<file path="src/rtl/sdp_ram_fifo_ctrl.sv">
// sdp_ram_fifo_ctrl
//  Single-clock FIFO controller around an external simple-dual-port block RAM.
//  Writes go straight to RAM port A; reads are issued on port B and their data is
//  collected into a small register buffer that presents a registered valid/ready
//  output stream. The buffer holds enough entries to cover the RAM read latency, so
//  one word per cycle is sustained even when the consumer stalls intermittently.
//
//  Ports
//   clk, rst            clock and synchronous active-high reset
//   s_data/s_valid/s_ready   write stream (transfer on s_valid & s_ready)
//   m_data/m_valid/m_ready   read stream  (transfer on m_valid & m_ready)
//   count               words held: RAM + reads in flight + output buffer
//   ram_addra/ram_dina/ram_wea            RAM write port A
//   ram_addrb/ram_enb/ram_regceb/ram_rstb RAM read port B controls
//   ram_doutb           RAM read data
module sdp_ram_fifo_ctrl #(
    parameter int DATA_WIDTH  = 36,
    parameter int DEPTH       = 512,
    parameter int RAM_LATENCY = 2,
    localparam int AW         = $clog2(DEPTH),
    localparam int OBUF_DEPTH = RAM_LATENCY + 2,
    localparam int CW         = $clog2(DEPTH + OBUF_DEPTH + 1)
) (
    input  logic                  clk,
    input  logic                  rst,
    input  logic [DATA_WIDTH-1:0] s_data,
    input  logic                  s_valid,
    output logic                  s_ready,
    output logic [DATA_WIDTH-1:0] m_data,
    output logic                  m_valid,
    input  logic                  m_ready,
    output logic [CW-1:0]         count,
    output logic [AW-1:0]         ram_addra,
    output logic [DATA_WIDTH-1:0] ram_dina,
    output logic                  ram_wea,
    output logic [AW-1:0]         ram_addrb,
    output logic                  ram_enb,
    output logic                  ram_regceb,
    output logic                  ram_rstb,
    input  logic [DATA_WIDTH-1:0] ram_doutb
);

    localparam int OW = $clog2(OBUF_DEPTH + 1);

    logic [AW:0]             wr_ptr_q, wr_ptr_d;
    logic [AW:0]             rd_ptr_q, rd_ptr_d;
    logic [OW-1:0]           credits_q, credits_d;
    logic [OW-1:0]           ocnt_q, ocnt_d;
    logic [RAM_LATENCY-1:0]  vpipe_q, vpipe_d;
    logic [CW-1:0]           count_q, count_d;
    logic [DATA_WIDTH-1:0]   obuf_q [OBUF_DEPTH];
    logic [DATA_WIDTH-1:0]   obuf_d [OBUF_DEPTH];

    logic [AW:0]   fill;
    logic          ram_full;
    logic          wr_en;
    logic          rd_en;
    logic          pop;
    logic          push;
    logic [OW-1:0] push_idx;

    // Handshakes and read issue. Read issue looks only at registered state so the
    // consumer's m_ready never reaches the RAM enable. Credits count every word that
    // has been issued but not yet popped, which bounds the buffer occupancy.
    always_comb begin
        fill     = wr_ptr_q - rd_ptr_q;
        ram_full = (fill == (AW+1)'(DEPTH));
        s_ready  = !rst && !ram_full;
        wr_en    = s_valid && s_ready;
        rd_en    = !rst && (rd_ptr_q != wr_ptr_q) && (credits_q < OW'(OBUF_DEPTH));
        m_valid  = !rst && (ocnt_q != '0);
        pop      = m_valid && m_ready;
        push     = vpipe_q[RAM_LATENCY-1];
    end

    // Next-state for pointers, credits, the read-valid pipe and the word count.
    always_comb begin
        wr_ptr_d  = wr_ptr_q + (AW+1)'(wr_en);
        rd_ptr_d  = rd_ptr_q + (AW+1)'(rd_en);
        credits_d = credits_q + OW'(rd_en) - OW'(pop);
        count_d   = count_q + CW'(wr_en) - CW'(pop);
        vpipe_d   = (vpipe_q << 1) | RAM_LATENCY'(rd_en);
    end

    // Output buffer as a shift-down register FIFO: entry 0 is always the head, so
    // m_data comes straight from a flop. An arriving word lands behind the last
    // valid entry, accounting for a pop in the same cycle.
    always_comb begin
        obuf_d   = obuf_q;
        push_idx = ocnt_q - OW'(pop);
        if (pop) begin
            for (int i = 0; i < OBUF_DEPTH - 1; i++) begin
                obuf_d[i] = obuf_q[i+1];
            end
        end
        for (int i = 0; i < OBUF_DEPTH; i++) begin
            if (push && (push_idx == OW'(i))) begin
                obuf_d[i] = ram_doutb;
            end
        end
        ocnt_d = ocnt_q + OW'(push) - OW'(pop);
    end

    // State registers. Reset also clears the read-valid pipe so data from reads
    // issued before reset is never captured.
    always_ff @(posedge clk) begin
        if (rst) begin
            wr_ptr_q  <= '0;
            rd_ptr_q  <= '0;
            credits_q <= '0;
            ocnt_q    <= '0;
            vpipe_q   <= '0;
            count_q   <= '0;
            for (int i = 0; i < OBUF_DEPTH; i++) begin
                obuf_q[i] <= '0;
            end
        end else begin
            wr_ptr_q  <= wr_ptr_d;
            rd_ptr_q  <= rd_ptr_d;
            credits_q <= credits_d;
            ocnt_q    <= ocnt_d;
            vpipe_q   <= vpipe_d;
            count_q   <= count_d;
            obuf_q    <= obuf_d;
        end
    end

    assign m_data    = obuf_q[0];
    assign count     = count_q;
    assign ram_wea   = wr_en;
    assign ram_addra = wr_ptr_q[AW-1:0];
    assign ram_dina  = s_data;
    assign ram_enb   = rd_en;
    assign ram_addrb = rd_ptr_q[AW-1:0];
    // With an output register, the RAM's internal latch holds the word one cycle
    // after issue; that is when the output register must load it.
    assign ram_regceb = (RAM_LATENCY == 2) ? (!rst && vpipe_q[0]) : 1'b0;
    assign ram_rstb   = rst;

endmodule

</file>
<file path="config.mk">
export PLATFORM = sky130hd
export DESIGN_NAME = sdp_ram_fifo_ctrl
export DESIGN_NICKNAME = d
export VERILOG_FILES = /design/src/rtl/sdp_ram_fifo_ctrl.sv
export SDC_FILE = /design/constraint.sdc
export NUM_CORES = 1
export LEC_CHECK = 0
export CAP_MARGIN = 15
export CORE_MARGIN = 2
export CORE_UTILIZATION = 35
export CTS_BUF_LIST = sky130_fd_sc_hd__clkbuf_8
export DETAILED_ROUTE_END_ITERATION = 8
export GPL_TIMING_DRIVEN = 0
export PLACE_DENSITY_LB_ADDON = 0.3
export SYNTH_ARGS = -nofsm -noshare
export SYNTH_HDL_FRONTEND = slang
export SYNTH_SLANG_ARGS = --single-unit
</file>
<file path="constraint.sdc">
create_clock -name clk -period 3.8 [get_ports clk]
set_input_delay 0.38 -clock clk [delete_from_list [all_inputs] [get_ports clk]]
set_output_delay 0.38 -clock clk [all_outputs]
set_load 0.03 [all_outputs]
</file>
== After elaboration in Yosys (flattened, before gate mapping) ==
Index checks and enable logic that the tools add are counted.
Operators by class
  add/subtract/negate cells: 10
  magnitude comparators: 1
  eq/ne operators: 5
  mux-type cells: 4
  bitwise operators: 1
  reductions and logical operators: 18
Operator list (number)
  108-bit 2-to-1 mux: 1
  36-bit 2-to-1 mux: 3
  10-bit by 1-bit adder with 10-bit output: 3
  1-bit logical AND: 11
  10-bit equality test, second input constant: 1
  10-bit inequality test: 1
  10-bit by 1-bit subtractor with 10-bit output: 1
  10-bit subtractor: 1
  3-bit by 1-bit subtractor with 3-bit output: 3
  3-bit by 1-bit adder with 3-bit output: 2
  3-bit by 2-bit equality test with 1-bit output, second input constant: 2
  2-bit nonzero test: 3
  3-bit by 1-bit equality test with 1-bit output, second input constant: 1
  3-bit logical NOT: 1
  3-bit less-than comparator, second input constant: 1
  3-bit nonzero test: 1
  1-bit logical NOT: 2
  2-bit by 1-bit OR with 2-bit output: 1
Word-level totals
  register bits after elaboration: 182
  output and inout bits: 106
  word-level logic and storage cells: 49

== Logic depth before layout (Yosys ltp) ==
Gate-level depths: netlist of run 1.
  word-level depth: 7
  mapped depth: 18
  depth with buffers taken out: 18

== Worst setup path before layout of run 1 ==
No wires, ideal clock.
  path kind: register to register
  from: register rd_ptr_q[3]
  to: register count_q[8] (netlist: count[8])
  setup time: 131 ps
  arrival: 3814 ps
  data required time: 3669 ps
  setup slack: -145 ps
  stages on the path, launching flop included: 18
  cells stage by stage: dfxtp_1 > inv_1 > ha_1 > a211o_1 > o211ai_2 > o211ai_1 > a2111o_1 > o311ai_1 > ha_1 > inv_1 > ha_1 > fa_1 > a21o_1 > a21oi_1 > o21bai_1 > a2111oi_2 > o21ai_0 > nor3b_1
Between the ends
  longest elaborated chain between the ends: 7
RTL lines
  from (decl): line 46  | logic [AW:0] rd_ptr_q, rd_ptr_d;
  from (signal assigned): line 119  | rd_ptr_q <= rd_ptr_d;
  10-bit subtractor: line 66  | fill = wr_ptr_q - rd_ptr_q;
  10-bit equality test: line 67  | ram_full = (fill == (AW+1)'(DEPTH));
  1-bit logical NOT: line 68  | s_ready = !rst && !ram_full;
  1-bit logical AND: line 68
  1-bit logical AND: line 69  | wr_en = s_valid && s_ready;
  10-bit by 1-bit adder with 10-bit output: line 81  | count_d = count_q + CW'(wr_en) - CW'(pop);
  10-bit by 1-bit subtractor with 10-bit output: line 81
  to (signal assigned): line 123  | count_q <= count_d;
  to (decl): line 50  | logic [CW-1:0] count_q, count_d;
No other way between the ends.
A chain may end at the register's enable or synchronous reset.

== Worst setup path in the final report of run 1 ==
  from: register rd_ptr_q[1]
  to: register count_q[8] (netlist: count[8])
The elaborated chain is that of the path after synthesis.

==> qor.yml, run 1 <==
status: "complete, but fails checks"
violations: "setup timing"
holdPathStages: 1
worst_path_max_delay_cell: "a2111o_1"
worstSkewPairLatency_ns: 0.46
syn_nets: 1110
worst_setup_path_end_kind: "flip-flop"
cts_buffers: 17
arrival_ns: 4.20
cp-startpoint: "rd_ptr_q[1]"
drt-initial-drc-count: 334
drc: 0
grt_first_pass_wirelength_um: 36800
die_x_um: 165
path_buf_inv: 3
top_layer_used: "met5"
path_delay_family: "compound AO/OA/AOI/OAI gates"
irDropWorstVdd_mv: 0.533
ys_seq_area_share_pct: 40.4
coreArea_sq_um: 25300
slew_viol_final: 0
ios: 182
cap_violations: 0
grt_max_degree: 20
min_to: "vpipe_q[1]"
rsz0062_at_grt: "true"
start_util_pct: 35.7
synth-main-ff-cell: "dfxtp_1"
slowest_delay_ns: 0.48
htree_num_levels: 4
io_buffers: 145
vias: 7397
syn_inst: 1002
dieArea_sq_um: 27100
tightest_slew_ns: 0.726
cp_max_fo: 3
wire_per_inst_um: 15.1
syn_to_final_growth_pct: 28.2
cp.required_ns: 4.14
clock_sinks: 182
cts-root-buf: "clkbuf_8"
fp-row-count: 58
cts_hold_buffers: 0
internal-power_uw: 3730
first_pass_iters: 5
setup_slack_ns: -0.0674
synth_cell_types: 56
path_cells: "inv_2 > ha_4 > nor2b_4 > buf_6 > o211ai_1 > o211ai_1 > a2111o_1 > o311ai_4 > ha_1 > inv_2 > ha_4 > fa_2 > a21o_1 > a21oi_2 > o21bai_2 > a2111oi_4 > o21ai_1 > nor3b_2"
die_h_um: 165
slew_headroom_pct: 51.6
p_switching_uw: 2210
wl_met1_um: 10500
combPwrFrac_pct: 40.7
hold_start: "vpipe_q[0]"
hold_viol: 0
num_antenna_cells: 0
synth_area_sq_um: 9020
cts_tree: "built"
wl_um: 23000
drive_gt1_share_pct: 16.5
ys_ff_latch: 182
overflow: 0
wl_met3_um: 1150
yosys_warnings: 0
crit_type: "flip-flop to flip-flop"
crit_path_start_kind: "flip-flop"
mostFrequentLayoutCell: "dfxtp_1"
period_share_pct: 102
grt_pass1_vias: 7307
setup_violations: 1
layout_common_cells: "dfxtp_1, clkdlybuf4s50_1, nor2_1, buf_4"
r2r_end: "count[8]"
syn_avg_cell_area_sq_um: 9.00
multi_input_comb_area_sq_um: 4440
async_flop_share_pct: 0
final_antenna_net_count: 0
track_usage_pct: 17.1
fill_cells: 2445
regArea_sq_um: 3660
antenna_found_initial: 1
pre_cts_slack_ns: -0.413
fmaxAchievable_ghz: 0.259
finalClockSkew_ns: 0.0184
timing.rr.start: "rd_ptr_q[1]"
cts_max_path_buffers: 2
avgViaCountPerCell: 4.87
gp_congestion: 0.851
dp_hpwl_um: 16500
power_frac_seq_pct: 37.1
p_total_uw: 5950
min_path_type: "flip-flop to flip-flop"
min_period_ns: 3.87
nets: 1285
clk_pin_slew_ns: 0.11
pwr-share-clk_pct: 22.2
r2r_slack_ns: -0.07
synth-edff-count: 0
switching_share_pct: 37.2
reg2reg_depth: 18
p_leak_uw: 0.00424
powerDensity_nw_per_um2: 514
met2_length_um: 11100
power by group through the flow:
stage | registers (uW) | logic [uW] | clock network [uW]
after CTS | 2200 | 2360 | 1350
after detailed placement | 2240 | 2160 | 0
after global placement | 2250 | 2130 | 0
after floorplan | 2290 | 1500 | 0
after global routing | 2230 | 2640 | 1420
final | 2200 | 2420 | 1320
state kept, by name (all words and copies together), names as in the netlist:
register   count
obuf_q       108
m_data        36
count         10
rd_ptr_q      10
wr_ptr_q      10
credits_q      3
ocnt_q         3
vpipe_q        2
kinds of logic (layout without fill, tap and decap cells):
family / count (synthesis) / count (layout) / synth area share [%]
AND/OR/NAND/NOR: 269 / 269 / 12.6
AO/OA/AOI/OAI: 193 / 193 / 15.1
buffers and inverters: 188 / 376 / 12.3
flip-flops: 182 / 182 / 40.4
multiplexers: 108 / 108 / 12.0
adder cells (fa/ha/maj): 32 / 32 / 4.69
XOR/XNOR: 30 / 30 / 2.91
final cells by class:
class	count	area share [%]
Multi-Input combinational cell	632	38.4
Sequential cell	182	31.6
Timing Repair Buffer	156	13.3
Buffer	152	8.44
Tap cell	330	3.57
Clock buffer	17	2.02
Clock inverter	15	1.43
Inverter	36	1.17
timing repair:
action,CTS,global route
setup buffers,13,2
pin swaps,14,5
setup endpoints to repair,4,7
gates resized for setup,25,15
per-layer routing:
metal  vias up  GRT usage [%]
met5         -              0
met4         2           3.24
met3        20           3.92
met2       194           29.5
met1      3461           21.9
li1       3720              -
synthesized netlist by cell type (all sizes together) (6+ instances only):
| library cell | number | area share, % |
|---|---|---|
| dfxtp | 182 | 40 |
| buf | 112 | 9.2 |
| xnor2 | 18 | 1.7 |
| ha | 29 | 4.0 |
| o21ai | 6 | 0.33 |
| nor2b | 11 | 0.85 |
| mux2i | 108 | 12 |
| nand3 | 12 | 0.72 |
| xor2 | 12 | 1.2 |
| nor2 | 140 | 5.9 |
| clkbuf | 40 | 1.7 |
| a211oi | 109 | 9.1 |
| nand2 | 81 | 3.4 |
| nor3 | 7 | 0.44 |
| a21oi | 47 | 2.6 |
| inv | 36 | 1.5 |
through the flow:
stage               TNS (ns)  std cells  hold slack [ns]  area, sq um  utilization (%)
global route          -0.566       1520            0.477        11600             45.8
CTS                   -0.332       1522            0.460        11500             45.6
finish               -0.0674       1520            0.451        11600             45.8
detailed placement     -1.33       1477            0.447        10900             43.2
floorplan                  0       1002            0.430         9040                -
global placement       -1.31       1477            0.442        10900             43.2
how the worst max path moves through the flow:
stage               endpoint  cells after the start
CTS                 count[8]                     17
global placement    count[8]                     17
floorplan           count[8]                     17
finish              count[8]                     18
global route        count[8]                     18
detailed placement  count[8]                     17
No activity file was read; power rests on OpenSTA's default activity.
==> run 2, diff against run 1 <==
--- a/config.mk
+++ b/config.mk
@@ -5,6 +5,7 @@
 export SDC_FILE = /design/constraint.sdc
 export NUM_CORES = 1
 export LEC_CHECK = 0
+export ABC_CLOCK_PERIOD_IN_PS = 3800
 export CAP_MARGIN = 15
 export CORE_MARGIN = 2
 export CORE_UTILIZATION = 35
@@ -12,6 +13,7 @@
 export DETAILED_ROUTE_END_ITERATION = 8
 export GPL_TIMING_DRIVEN = 0
 export PLACE_DENSITY_LB_ADDON = 0.3
+export SKIP_LAST_GASP = 1
 export SYNTH_ARGS = -nofsm -noshare
 export SYNTH_HDL_FRONTEND = slang
 export SYNTH_SLANG_ARGS = --single-unit
==> run 2 against run 1 <==
Net effect: the run still ends with setup timing left; flip-flop and latch count stayed put; non-clock buffer count stayed put; first-iteration DRC count is 3.6% lower; sequential share of layout area stayed put; power is 0.17% lower; clock power hardly changed; critical path depth stayed put; utilization stayed put; die area stayed put; critical endpoint unchanged; largest power group unchanged.
==> qor.yml, run 2 (synthesized netlist as in run 1, its figures left out) <==
status: "complete, but fails checks"
violations: "setup timing"
finalClockSkew_ns: 0.0202
cts-root-buf: "clkbuf_8"
wire_per_inst_um: 15.1
wl_um: 22900
powerDensity_nw_per_um2: 513
r2r_slack_ns: -0.04
mostFrequentLayoutCell: "dfxtp_1"
cts_hold_buffers: 0
timing.rr.start: "rd_ptr_q[1]"
fin_setup_tns_ns: -0.0408
cts_max_path_buffers: 2
start_util_pct: 35.7
worst_setup_path_end_kind: "flip-flop"
cp_max_fo: 3
cp.required_ns: 4.14
slew_viol_final: 0
clock_sinks: 182
r2r_end: "count[8]"
crit_path_start_kind: "flip-flop"
cts_buffers: 17
htree_num_levels: 4
io_buffers: 145
grt_max_degree: 20
overflow: 0
largest_reg_flops: 108
slowest_delay_ns: 0.48
min_to: "vpipe_q[1]"
layout_common_cells: "dfxtp_1, clkdlybuf4s50_1, nor2_1, buf_4"
period_share_pct: 101
fill_cells: 2443
coreArea_sq_um: 25300
grt_first_pass_wirelength_um: 36800
dieArea_sq_um: 27100
cap_violations: 0
final_antenna_net_count: 0
fin_util_pct: 45.8
gp_congestion: 0.851
grt_pass1_vias: 7298
setup_slack_ns: -0.0408
p_leak_uw: 0.00424
rsz0062_at_grt: "true"
top_register: "obuf_q"
num_antenna_cells: 0
holdPathStages: 1
min_path_type: "flip-flop to flip-flop"
worst_path_max_delay_cell: "a2111o_1"
die_h_um: 165
dp_hpwl_um: 16500
drive_gt1_share_pct: 16.5
cts_tree: "built"
nets: 1285
arrival_ns: 4.18
vias: 7387
slew_headroom_pct: 50.9
irDropWorstVdd_mv: 0.539
die_x_um: 165
crit_type: "flip-flop to flip-flop"
path_cells: "inv_2 > ha_4 > nor2b_4 > buf_6 > o211ai_1 > o211ai_1 > a2111o_1 > o311ai_4 > ha_1 > inv_2 > ha_4 > fa_2 > a21o_1 > a21oi_2 > o21bai_2 > a2111oi_4 > o21ai_1 > nor3b_2"
first_pass_iters: 5
hold_viol: 0
clk_pin_slew_ns: 0.12
hold_start: "vpipe_q[0]"
tightest_slew_ns: 0.737
syn_to_final_growth_pct: 28.2
min_period_ns: 3.84
fmaxAchievable_ghz: 0.260
fp-row-count: 58
worstSkewPairLatency_ns: 0.47
ios: 182
met1_usage_pct: 21.9
top_usage_layer: "met2"
drc: 0
grtUsageMet2_pct: 29.4
reg2reg_depth: 18
antenna_found_initial: 1
drt-initial-drc-count: 322
avgViaCountPerCell: 4.86
setup_violations: 1
track_usage_pct: 17.1
use_met3_pct: 3.92
[run 2: cell counts in the layout (fill, tap and decap cells not counted)]
No cell type changed its count.
[run 2: repair_timing]
action,4_1_cts,5_1_grt
buffers inserted,13,2
endpoints found under the setup margin,4,7
pin swaps,14,5
gates resized for setup,24,16
[run 2: worst max-delay path: cells and delay by family, from the launching register on]
family	cells	cell delay (ns)
AO/OA/AOI/OAI	9	1.95
adder cells (fa/ha/maj)	4	0.90
buffers and inverters	3	0.20
flip-flops	1	0.35
AND/OR/NAND/NOR	2	0.28
[run 2: final cells by class]
class                   instances  area [sq um]  area share, %
well taps                     330           413           3.57
clock buffers                  17           234           2.02
inverters                      36           135           1.17
multi-input cells             632          4440           38.4
plain buffers                 152           976           8.44
repair buffers                156          1540           13.3
flip-flops and latches        182          3660           31.6
clock inverters                15           165           1.43
[run 2: power by group]
part	switching, uW	total [uW]	internal (uW)	leakage [uW]
clock	825	1320	496	0.000199
combinational	1260	2410	1150	0.00256
sequential	120	2200	2080	0.00148
[run 2: how the worst max path moves through the flow]
stage	from	to	slack [ns]	depth (start not counted)
global placement	rd_ptr_q[4]	count[8]	-0.43	17
CTS	rd_ptr_q[1]	count[8]	-0.12	17
detailed placement	rd_ptr_q[4]	count[8]	-0.41	17
finish	rd_ptr_q[1]	count[8]	-0.04	18
global route	rd_ptr_q[1]	count[8]	-0.22	18
floorplan	rd_ptr_q[1]	count[8]	0.02	17
[run 2: metrics by stage]
| step | total power [uW] | cells | hold slack (ns) | setup WS (ns) | area, sq um |
|---|---|---|---|---|---|
| after CTS | 5890 | 1522 | 0.460 | -0.125 | 11500 |
| after floorplan | 3790 | 1002 | 0.430 | 0.0227 | 9040 |
| after detailed placement | 4400 | 1477 | 0.447 | -0.413 | 10900 |
| after global placement | 4380 | 1477 | 0.442 | -0.432 | 10900 |
| final | 5940 | 1520 | 0.450 | -0.0408 | 11600 |
| after global routing | 6280 | 1520 | 0.477 | -0.225 | 11600 |
[run 2: layer usage]
layer  vias up  routed length [um]
li1       3724                   -
met1      3441               10400
met2       202               11000
met3        18                1230
met4         2                 223
met5         -                  16
==> variant 1, RTL diff (flow settings as in run 2) <==
Register the output `count` once more; this adds one clock of latency there. The other outputs are not delayed to match.
--- a/src/rtl/sdp_ram_fifo_ctrl.sv
+++ b/src/rtl/sdp_ram_fifo_ctrl.sv
@@ -126,7 +126,9 @@
     end
 
     assign m_data    = obuf_q[0];
-    assign count     = count_q;
+    always_ff @(posedge clk) begin
+        count <= count_q;
+    end
     assign ram_wea   = wr_en;
     assign ram_addra = wr_ptr_q[AW-1:0];
     assign ram_dina  = s_data;
Function: changed (a bounded check fails within 4 cycles, from zero or initial values and one cycle with rst high).
==> variant 1 against run 2 <==
  * Sequential power increased by 7%
  * Worst setup slack better by 0.14 ns
  * Area after synthesis up 1.9%
  * Largest power group is now registers
  * Via count grew 1.1%
  * Final area up 1.9%
  * Clock skew fell by 0.0043 ns
  * Hold slack got worse by 0.078 ns
  * Total power fell by 1.3%
  * Routed wire length is 4.0% higher
  * Sequential cell count is 10 higher
  * Clock power grew 5%
  * Fmax increased by 3.9%
  * First-iteration DRC count grew 30%
==> variant 1: results (changes against run 2) <==
[detailed_routing]
wl_met3_mm = 1.12  ; -9.4%
vias = 7466  ; +1.1%
top_layer = met4
drtIter0Drc = 419  ; +30%
wl_per_cell_um = 15.6  ; +3.1%
met1_length_mm = 10.9  ; +5.0%

[critical_path]
max_stage_delay_ns = 0.50  ; +0.02 ns
crit_slowest_cell = dfxtp_1
ff2ff_setup_slack_ns = 0.10  ; +0.14 ns

[sta]
holdWs_ns = 0.372  ; -0.0781 ns
tightest_slew_ns = 0.746  ; +0.00889 ns
max_freq_mhz = 270  ; +3.9%
clock_skew_ns = 0.0159  ; -0.00427 ns

[synthesis]
ys_seq_area_share_pct = 41.8  ; +1.4 points
synth_common_cells = dfxtp_1, nor2_1, a211oi_1
synthTopCellsByArea = dfxtp_1, mux2i_1, a211oi_1, buf_4, nor2_1
syn-num-nets = 1118  ; +0.72%

[finish]
fillers = 2507  ; +2.6%
drive_gt1_share_pct = 17.7  ; +1.2 points
nets = 1294  ; +0.70%

[placement]
placed_area_sq_um = 11100  ; +1.7%
place.gp.congestion = 0.818  ; -3.9%
preCtsSetupSlack_ns = -0.248  ; +0.166 ns

[global_routing]
use_met3_pct = 3.53  ; -0.39 points
grt.met2_usage_pct = 28.3  ; -1.1 points
grt_use_total_pct = 16.9  ; -0.17 points
grt_pass1_vias = 7307  ; +0.12%

[outcome]
status = completed

[pwr]
p_int_mw = 3.74  ; +0.27%
worst_ir_drop_vdd_mv = 0.211  ; -61%
cellLeakagePower_nw = 4.32  ; +1.9%

==> variant 1: cells by family after synthesis <==
group | share of synthesized area [%]
flops | 41.8
mux | 12.1
fa+ha+maj | 4.60
xor+xnor | 2.67
simple gates | 12.8
buf+inv | 12.4
compound gates | 13.6
==> variant 1: power groups by stage <==
stage	clock network (mW)	registers [mW]	logic, mW
2_1_floorplan	0	2.46	1.36
3_3_place_gp	0	2.40	1.99
3_5_place_dp	0	2.40	2.02
4_1_cts	1.42	2.36	2.07
5_1_grt	1.50	2.38	2.32
6_report	1.38	2.35	2.13
==> variant 1: path summary, 6_finish.rpt <==
kind / startpoint / cells after the start / to
max: wr_ptr_q[7]$_SDFF_PP0_ / 14 / count_q[8]$_SDFF_PP0_
min: count_q[9]$_SDFF_PP0_ / 0 / count[9]$_DFF_P_
max reg2reg: wr_ptr_q[7]$_SDFF_PP0_ / 14 / count_q[8]$_SDFF_PP0_
min reg2reg: count_q[9]$_SDFF_PP0_ / 0 / count[9]$_DFF_P_
==> variant 1: area by class of cell <==
cell class | count | area, sq um | area share (%)
Timing Repair Buffer | 157 | 1540 | 13.1
Buffer | 152 | 1000 | 8.50
Tap cell | 335 | 419 | 3.56
Clock inverter | 15 | 184 | 1.56
Clock buffer | 17 | 234 | 1.99
Multi-Input combinational cell | 629 | 4390 | 37.3
Sequential cell | 192 | 3870 | 32.9
Inverter | 37 | 141 | 1.20
==> variant 1: per-stage QoR <==
step / utilization, % / cells
floorplan: - / 1010
global placement: 42.8 / 1489
detailed placement: 42.8 / 1489
CTS: 44.6 / 1523
global route: 45.4 / 1534
finish: 45.4 / 1534
==> variant 1: what timing repair did <==
action,in CTS,in global routing
buffers inserted,2,11
pin swaps,4,14
setup endpoints to repair,4,4
resized for setup,10,37
==> variant 2, RTL diff (config.mk and constraints of run 2) <==
Made on the original files. The parameter `DATA_WIDTH` goes from 36 to 32.
--- a/src/rtl/sdp_ram_fifo_ctrl.sv
+++ b/src/rtl/sdp_ram_fifo_ctrl.sv
@@ -14,7 +14,7 @@
 //   ram_addrb/ram_enb/ram_regceb/ram_rstb RAM read port B controls
 //   ram_doutb           RAM read data
 module sdp_ram_fifo_ctrl #(
-    parameter int DATA_WIDTH  = 36,
+    parameter int DATA_WIDTH  = 32,
     parameter int DEPTH       = 512,
     parameter int RAM_LATENCY = 2,
     localparam int AW         = $clog2(DEPTH),
Ports: changed (resized m_data, ram_dina, ram_doutb and s_data); port bits go from 182 to 166. No check against the original RTL was run, so the function may have changed too.
==> variant 2 against run 2 <==
  * Area after synthesis down 7.3%
  * Routed wire length down 5.9%
  * Sequential cell count down 16
  * Total power down 7.6%
  * Final area down 7.4%
  * Worst setup slack better by 0.11 ns
  * Hold slack better by 0.0069 ns
==> variant 2: results (changes against run 2) <==
[sta]
timing.setup.tns_ns = 0  ; +0.0408 ns
tightest_slew_ns = 0.676  ; -0.0612 ns
clock_skew_ns = 0.0143  ; -0.00586 ns

[synthesis]
synthTopCellsByArea = dfxtp_1, mux2i_1, a211oi_1, buf_4, nor2_1
synth_area_per_cell_sq_um = 8.93  ; -0.74%
synth_common_cells = dfxtp_1, nor2_1, a211oi_1

[global_routing]
grt_max_degree = 18  ; -10%
grt_use_total_pct = 17.4  ; +0.34 points
grt_pass1_wl_mm = 34.5  ; -6.2%
grt.met2_usage_pct = 28.1  ; -1.3 points
grt_pass1_vias = 6778  ; -7.1%

[critical_path]
worst_r2r_startpoint = rd_ptr_q[6]$_SDFF_PP0_
crit_slowest_cell = dfxtp_2
cp.arrival_ns = 4.07  ; -0.11 ns
crit_fanout = 4  ; +1

[pwr]
powerSeq_mw = 2.01  ; -9%
worst_ir_drop_vdd_mv = 0.281  ; -48%

[detailed_routing]
vias = 6926  ; -6.2%
drtIter0Drc = 449  ; +39%
via_per_inst = 4.84  ; -0.34%
wl_mm = 21.6  ; -5.9%

[finish]
fillers = 2288  ; -6.3%
largest_register_ff_count = 96  ; -11%
drive_gt1_share_pct = 16.8  ; +0.29 points
nets = 1197  ; -6.8%

[outcome]
status = completed

[hold_path]
holdCritStartpoint = obuf_q[29]$_SDFFE_PP0P_

variant 2: cells by family after synthesis:
logic type               count (synthesis)  share of synthesized area (%)
AND/OR/NAND/NOR                        271                           13.7
buffers and inverters                  170                           12.6
AO/OA/AOI/OAI                          168                           14.0
flip-flops                             166                           39.7
multiplexers                            97                           11.6
XOR/XNOR                                32                           3.35
adder cells (fa/ha/maj)                 32                           5.06
variant 2: worst paths after layout:
check / endpoint / slack (ns) / depth (start not counted)
worst min register to register: obuf_q[29]$_SDFFE_PP0P_ / 0.46 / 2
worst max register to register: count[8]$_SDFF_PP0_ / 0.07 / 18
worst min-delay path: obuf_q[29]$_SDFFE_PP0P_ / 0.46 / 2
worst max-delay path: count[8]$_SDFF_PP0_ / 0.07 / 18
variant 2: area by class of cell:
type                            count  area [sq um]  area share (%)
Clock inverter                     15           159            1.48
Antenna cell                        1          2.50          0.0234
Multi-Input combinational cell    600          4110            38.4
Buffer                            138           926            8.65
Tap cell                          319           399            3.73
Timing Repair Buffer              144          1410            13.2
Clock buffer                       17           234            2.19
Inverter                           30           118            1.10
Sequential cell                   166          3350            31.3
variant 2: metrics by stage:
| stage | area, sq um | total power, mW | util, % |
|---|---|---|---|
| 6_report | 10700 | 5.48 | 45.6 |
| 5_1_grt | 10700 | 5.82 | 45.6 |
| 4_1_cts | 10600 | 5.51 | 45.1 |
| 3_5_place_dp | 10100 | 4.09 | 43.0 |
| 3_3_place_gp | 10100 | 4.07 | 43.0 |
| 2_1_floorplan | 8370 | 3.51 | - |
variant 2: per-layer routing:
metal	vias to the layer above	share of wire [%]
met1	3255	48
met2	178	46
met4	0	2.0
met3	23	4.8
li1	3470	-
met5	-	0
variant 2: repair_timing:
item,4_1_cts,5_1_grt
endpoints found under the setup margin,5,5
pin swaps,10,13
setup buffers,8,5
gates resized for setup,21,20
